===== src/rtl/shifter_arbiter_if.sv =====
// shifter_arbiter_if
// Groups the request handshakes, the shifter drive/return bus and the response
// bus of shifter_arbiter.
//   req0_* / req1_*  : valid/ready request ports carrying data, type and shamt
//   sh_*             : operands to, and result from, the shared barrel shifter
//   resp_*, result   : one-cycle tagged response and registered result
//   busy             : arbiter is not idle
// The slave modport is the arbiter side; the master modport is the
// requester/shifter/environment side.
interface shifter_arbiter_if #(
    parameter int DATA_W  = 8,
    parameter int SHAMT_W = 5,
    parameter int TYPE_W  = 3
);
    logic               req0_valid;
    logic [DATA_W-1:0]  req0_data;
    logic [TYPE_W-1:0]  req0_type;
    logic [SHAMT_W-1:0] req0_shamt;
    logic               req0_ready;

    logic               req1_valid;
    logic [DATA_W-1:0]  req1_data;
    logic [TYPE_W-1:0]  req1_type;
    logic [SHAMT_W-1:0] req1_shamt;
    logic               req1_ready;

    logic [DATA_W-1:0]  sh_data_in;
    logic [TYPE_W-1:0]  sh_type;
    logic [SHAMT_W-1:0] sh_shamt;
    logic [DATA_W-1:0]  sh_data_out;

    logic               resp_valid;
    logic               resp_id;
    logic [DATA_W-1:0]  result;
    logic               busy;

    modport slave (
        input  req0_valid, req0_data, req0_type, req0_shamt,
        output req0_ready,
        input  req1_valid, req1_data, req1_type, req1_shamt,
        output req1_ready,
        output sh_data_in, sh_type, sh_shamt,
        input  sh_data_out,
        output resp_valid, resp_id, result, busy
    );

    modport master (
        output req0_valid, req0_data, req0_type, req0_shamt,
        input  req0_ready,
        output req1_valid, req1_data, req1_type, req1_shamt,
        input  req1_ready,
        input  sh_data_in, sh_type, sh_shamt,
        output sh_data_out,
        input  resp_valid, resp_id, result, busy
    );
endinterface


===== src/rtl/shifter_arbiter.sv =====
// shifter_arbiter
// Shares one combinational barrel shifter between two requesters using
// round-robin arbitration. The winner's operands are latched, presented to the
// shifter for one full cycle, and the shifter output is registered and returned
// with a one-cycle response pulse tagged with the owning port.
// Ports:
//   clk    : system clock, rising edge
//   rst_n  : asynchronous active-low reset
//   bus    : shifter_arbiter_if.slave (requests, shifter bus, response, busy)
//
// state  | meaning
// -------+-------------------------------------------------------------
// IDLE   | arbitrate; the granted port sees ready and may transfer
// SHIFT  | latched operands drive the shifter; result captured at edge
// RESP   | resp_valid high for this cycle only, then back to IDLE
module shifter_arbiter #(
    parameter int DATA_W  = 8,
    parameter int SHAMT_W = 5,
    parameter int TYPE_W  = 3
) (
    input  logic                clk,
    input  logic                rst_n,
    shifter_arbiter_if.slave    bus
);
    localparam logic [1:0] IDLE  = 2'd0;
    localparam logic [1:0] SHIFT = 2'd1;
    localparam logic [1:0] RESP  = 2'd2;

    logic [1:0]         state;
    logic               last_grant;
    logic               owner;
    logic [DATA_W-1:0]  op_data;
    logic [TYPE_W-1:0]  op_type;
    logic [SHAMT_W-1:0] op_shamt;
    logic [DATA_W-1:0]  result_q;
    logic               resp_id_q;

    logic               grant_valid;
    logic               grant_id;
    logic               xfer;

    // Round-robin: under contention the port that did not win last time goes.
    always_comb begin
        grant_valid = 1'b0;
        grant_id    = 1'b0;
        if (state == IDLE) begin
            if (bus.req0_valid && bus.req1_valid) begin
                grant_valid = 1'b1;
                grant_id    = ~last_grant;
            end else if (bus.req0_valid) begin
                grant_valid = 1'b1;
                grant_id    = 1'b0;
            end else if (bus.req1_valid) begin
                grant_valid = 1'b1;
                grant_id    = 1'b1;
            end
        end
    end

    // Ready only asserts toward a port that is valid, so ready implies transfer.
    assign bus.req0_ready = grant_valid && !grant_id;
    assign bus.req1_ready = grant_valid &&  grant_id;
    assign xfer           = grant_valid;

    always_ff @(posedge clk or negedge rst_n) begin
        if (!rst_n) begin
            state      <= IDLE;
            last_grant <= 1'b1;
            owner      <= 1'b0;
            op_data    <= '0;
            op_type    <= '0;
            op_shamt   <= '0;
            result_q   <= '0;
            resp_id_q  <= 1'b0;
        end else begin
            case (state)
                IDLE: begin
                    if (xfer) begin
                        if (grant_id) begin
                            op_data  <= bus.req1_data;
                            op_type  <= bus.req1_type;
                            op_shamt <= bus.req1_shamt;
                        end else begin
                            op_data  <= bus.req0_data;
                            op_type  <= bus.req0_type;
                            op_shamt <= bus.req0_shamt;
                        end
                        owner      <= grant_id;
                        last_grant <= grant_id;
                        state      <= SHIFT;
                    end
                end
                SHIFT: begin
                    result_q  <= bus.sh_data_out;
                    resp_id_q <= owner;
                    state     <= RESP;
                end
                RESP: begin
                    state <= IDLE;
                end
                default: begin
                    state <= IDLE;
                end
            endcase
        end
    end

    // Operand registers feed the shifter in every state; only SHIFT matters.
    assign bus.sh_data_in = op_data;
    assign bus.sh_type    = op_type;
    assign bus.sh_shamt   = op_shamt;

    assign bus.resp_valid = (state == RESP);
    assign bus.resp_id    = resp_id_q;
    assign bus.result     = result_q;
    assign bus.busy       = (state != IDLE);
endmodule


===== src/flat_wrapper.sv =====
// flat-port wrapper written by rule: the top's interface ports become plain ports
module shifter_arbiter_flat 
#(
    parameter int DATA_W  = 8,
    parameter int SHAMT_W = 5,
    parameter int TYPE_W  = 3
)
  (clk, rst_n, bus_req0_valid, bus_req0_data, bus_req0_type, bus_req0_shamt, bus_req0_ready, bus_req1_valid, bus_req1_data, bus_req1_type, bus_req1_shamt, bus_req1_ready, bus_sh_data_in, bus_sh_type, bus_sh_shamt, bus_sh_data_out, bus_resp_valid, bus_resp_id, bus_result, bus_busy);
  shifter_arbiter_if #(.DATA_W(DATA_W), .SHAMT_W(SHAMT_W), .TYPE_W(TYPE_W)) bus_i ();
  input  logic clk;
  input  logic rst_n;
  input wire logic [$bits(bus_i.req0_valid)-1:0] bus_req0_valid;
  input wire logic [$bits(bus_i.req0_data)-1:0] bus_req0_data;
  input wire logic [$bits(bus_i.req0_type)-1:0] bus_req0_type;
  input wire logic [$bits(bus_i.req0_shamt)-1:0] bus_req0_shamt;
  output wire logic [$bits(bus_i.req0_ready)-1:0] bus_req0_ready;
  input wire logic [$bits(bus_i.req1_valid)-1:0] bus_req1_valid;
  input wire logic [$bits(bus_i.req1_data)-1:0] bus_req1_data;
  input wire logic [$bits(bus_i.req1_type)-1:0] bus_req1_type;
  input wire logic [$bits(bus_i.req1_shamt)-1:0] bus_req1_shamt;
  output wire logic [$bits(bus_i.req1_ready)-1:0] bus_req1_ready;
  output wire logic [$bits(bus_i.sh_data_in)-1:0] bus_sh_data_in;
  output wire logic [$bits(bus_i.sh_type)-1:0] bus_sh_type;
  output wire logic [$bits(bus_i.sh_shamt)-1:0] bus_sh_shamt;
  input wire logic [$bits(bus_i.sh_data_out)-1:0] bus_sh_data_out;
  output wire logic [$bits(bus_i.resp_valid)-1:0] bus_resp_valid;
  output wire logic [$bits(bus_i.resp_id)-1:0] bus_resp_id;
  output wire logic [$bits(bus_i.result)-1:0] bus_result;
  output wire logic [$bits(bus_i.busy)-1:0] bus_busy;
  assign bus_i.req0_valid = bus_req0_valid;
  assign bus_i.req0_data = bus_req0_data;
  assign bus_i.req0_type = bus_req0_type;
  assign bus_i.req0_shamt = bus_req0_shamt;
  assign bus_req0_ready = bus_i.req0_ready;
  assign bus_i.req1_valid = bus_req1_valid;
  assign bus_i.req1_data = bus_req1_data;
  assign bus_i.req1_type = bus_req1_type;
  assign bus_i.req1_shamt = bus_req1_shamt;
  assign bus_req1_ready = bus_i.req1_ready;
  assign bus_sh_data_in = bus_i.sh_data_in;
  assign bus_sh_type = bus_i.sh_type;
  assign bus_sh_shamt = bus_i.sh_shamt;
  assign bus_i.sh_data_out = bus_sh_data_out;
  assign bus_resp_valid = bus_i.resp_valid;
  assign bus_resp_id = bus_i.resp_id;
  assign bus_result = bus_i.result;
  assign bus_busy = bus_i.busy;
  shifter_arbiter #(.DATA_W(DATA_W), .SHAMT_W(SHAMT_W), .TYPE_W(TYPE_W)) u_core (.clk(clk), .rst_n(rst_n), .bus(bus_i));
endmodule

===== config.mk =====
export PLATFORM = sky130hd
export DESIGN_NAME = shifter_arbiter_flat
export DESIGN_NICKNAME = d
export VERILOG_FILES = /design/src/rtl/shifter_arbiter_if.sv /design/src/rtl/shifter_arbiter.sv /design/src/flat_wrapper.sv
export SDC_FILE = /design/constraint.sdc
export NUM_CORES = 1
export LEC_CHECK = 0
export BUFFER_PORTS_ARGS = -buffer_cell sky130_fd_sc_hd__buf_2
export CAP_MARGIN = 5
export CORE_ASPECT_RATIO = 0.6
export CORE_MARGIN = 2
export CORE_UTILIZATION = 44
export DETAILED_ROUTE_END_ITERATION = 16
export PLACE_DENSITY = 0.79
export SYNTH_ARGS = -nofsm -noshare
export SYNTH_HDL_FRONTEND = slang
export SYNTH_SLANG_ARGS = --single-unit

===== constraint.sdc =====
create_clock -name clk -period 1.75 [get_ports clk]
set_clock_uncertainty 0.2 [all_clocks]
set_input_delay 0.35 -clock clk [delete_from_list [all_inputs] [get_ports clk]]
set_output_delay 0.35 -clock clk [all_outputs]
set_load 0.1 [all_outputs]

==> impl_metrics.yaml <==
status:
  status: "complete, but fails checks"
  violations: "setup timing"
synthesis:
  synth_adder_area_share: 0
  synth_nets: 169
  synth_compound_area_frac: 0.171
  synthSimpleGateAreaFrac: 0.0698
  yosysWarningCount: 0
  synth_xor_area_frac: 0
  syn_avg_cell_area_um2: 10.8
  synth_top_family_by_area: "compound AO/OA/AOI/OAI gates"
  syn_inst: 125
  synthMuxAreaShare: 0.0753
  synth_area_um2: 1350
  synth_seq_area_share: 0.540
  synth_cell_type_count: 17
  ys_seq_elements: 29
drt:
  num_vias: 1174
  dr_wl_met2_um: 1540
  wirelength_um: 3270
  detail-route-antenna-nets: 0
  wl_per_cell_um: 13.3
  met3_length_um: 210
  vias_per_cell: 4.77
  first_pass_iters: 4
  drtIter0Drc: 66
  top_layer_used: "met4"
  drc: 0
  wl_met1_um: 1500
worst_setup_path:
  reg2reg_to: "u_core.bus.resp_id$_DFFE_PN0N_"
  cp_max_fo: 3
  arrival_ps: 1280
  cp-start-kind: "flip-flop"
  worstPathRequired_ps: 1200
  critPathCaptureType: "primary output"
  reg2reg_slack_ps: 260
  r2r-start: "u_core.state[0]$_DFFE_PN0P_"
  crit_type: "flip-flop to primary output"
  rr_worst_depth: 4
hold_path:
  hold_class: "input port to flip-flop"
  hold-path-cell-count: 2
  min-delay-start: "bus_sh_data_out[6]"
  min_to: "u_core.bus.result[6]$_DFFE_PN0N_"
final_layout:
  nNetsFinal: 247
  mostFrequentLayoutCell: "buf_2"
  antenna_cells: 0
  stdcell_count: 246
  final_cell_mix: "68 x buf_2, 33 x inv_1, 28 x dfrtp_1"
  post_route_cells_drive_above_1_share: 0.510
  syn2layout_area_growth_pct: 42.9
floorplanning:
  die-area_um2: 3530
  die_w_um: 75.4
  core_area_um2: 2890
  die_height_um: 46.8
  start_util: 0.465
  row_count: 15
  ios: 73
global_routing:
  overflow: 0
  grt_pass1_vias: 1108
  grt_pass1_wl_um: 4950
  grt_antenna_before_repair: 0
  grt_usage: 0.196
  grt_max_degree: 30
sta:
  finalMaxSlewViolations: 0
  finalCriticalPeriod_ps: 1830
  rsz0062_at_grt: "yes"
  slew_headroom: 0.585
  fmax_mhz: 545
  hold_viol_final: 0
  setup_viol: 4
  worst_pin_slew_ps: 623
  post-route-period-util: 1.05
  setup_slack_ps: -84.0
placed_design:
  gp_congestion: 0.755
  placed_cells_incl_taps: 236
  io_buffers: 72
  dp_hpwl_um: 2330
clock_tree:
  clk_path_buf_depth: 2
  path_clk_slew_ps: 60
  cts_buffers: 5
  clk_root_buffer_cell: "clkbuf_8"
  cts_sinks: 29
  cts_max_level: 2
  cts_tree: "done"
  insertion_delay_ps: 270
flow_run:
  cap_violations: 0
==> cells by family (layout without fill, tap and decap cells) <==
kind of cell / Yosys count / in the layout
AOI/OAI and AO/OA: 34 / 34
buffers and inverters: 42 / 121
DFF: 29 / 29
muxes: 9 / 9
and+or+nand+nor: 11 / 11
==> critical path: stages, from the launching register on <==
cell        delay, ps
dfstp_2           540
nand2b_4          130
nand3_4            70
clkinvlp_4        100
buf_12            170
==> cell type report <==
| cell class | count | area (µm²) |
|---|---|---|
| Inverter | 36 | 145 |
| Fill cell | 257 | 968 |
| Tap cell | 42 | 52.6 |
| Clock buffer | 7 | 96.3 |
| Sequential cell | 29 | 727 |
| Clock inverter | 1 | 5.00 |
| Timing Repair Buffer | 77 | 460 |
| Multi-Input combinational cell | 54 | 435 |
==> worst max path at each step <==
stage	from	endpoint	slack, ps	depth (start not counted)
global placement	u_core.last_grant$_DFFE_PN1P_	bus_req0_ready	220	4
floorplan	u_core.last_grant$_DFFE_PN1P_	bus_req1_ready	-20	4
CTS	u_core.last_grant$_DFFE_PN1P_	bus_req0_ready	-100	4
global route	u_core.state[0]$_DFFE_PN0P_	bus_req1_ready	-150	4
finish	u_core.last_grant$_DFFE_PN1P_	bus_req0_ready	-80	4
detailed placement	u_core.state[0]$_DFFE_PN0P_	bus_busy	210	3
==> synthesized netlist by cell type <==
cell type  count  area [µm²]
and2b_2        1        8.76
buf_4          1        7.51
buf_6          4        45.0
clkbuf_2       1        5.00
dfrtp_1       28         701
dfstp_2        1        26.3
inv_1         35         131
inv_2          1        3.75
mux2_2         9         101
nand2_1        3        11.3
nand2b_1       2        12.5
nand3_4        2        35.0
nor2_1         1        3.75
nor2_4         2        22.5
o21ai_0       16        80.1
o21ai_1        2        10.0
o221ai_1      16         140
==> per-layer routing <==
metal  vias up  track usage
met2        52        0.337
li1        569            -
met4         0       0.0526
met3         2       0.0708
met1       551        0.238
met5         -            0
==> timing repair <==
item	CTS	global route
gates resized for setup	0	2
pin swaps	1	0
buffers inserted	1	0
endpoints found under the hold margin	28	0
hold buffers	1	0
endpoints found under the setup margin	3	4
==> per-stage QoR <==
stage | setup TNS [ps] | hold slack [ps] | worst slack [ps] | instance area, µm² | util
floorplan | -26.1 | -146 | -18.7 | 1360 | -
global placement | 0 | 193 | 218 | 1800 | 0.623
detailed placement | 0 | 198 | 210 | 1800 | 0.623
CTS | -269 | 101 | -98.4 | 1920 | 0.664
global route | -469 | 97.8 | -152 | 1920 | 0.665
finish | -186 | 109 | -84.0 | 1920 | 0.665
==> state kept, by name, summed over array words and instances, names as in the netlist <==
name,flops
u_core.bus.resp_id,1
u_core.bus.result,8
u_core.bus.sh_data_in,8
u_core.bus.sh_shamt,5
u_core.bus.sh_type,3
u_core.last_grant,1
u_core.owner,1
u_core.state,2
Power is not shown: default switching activity piles up to over one toggle a cycle in this logic, so the estimate is an artifact.
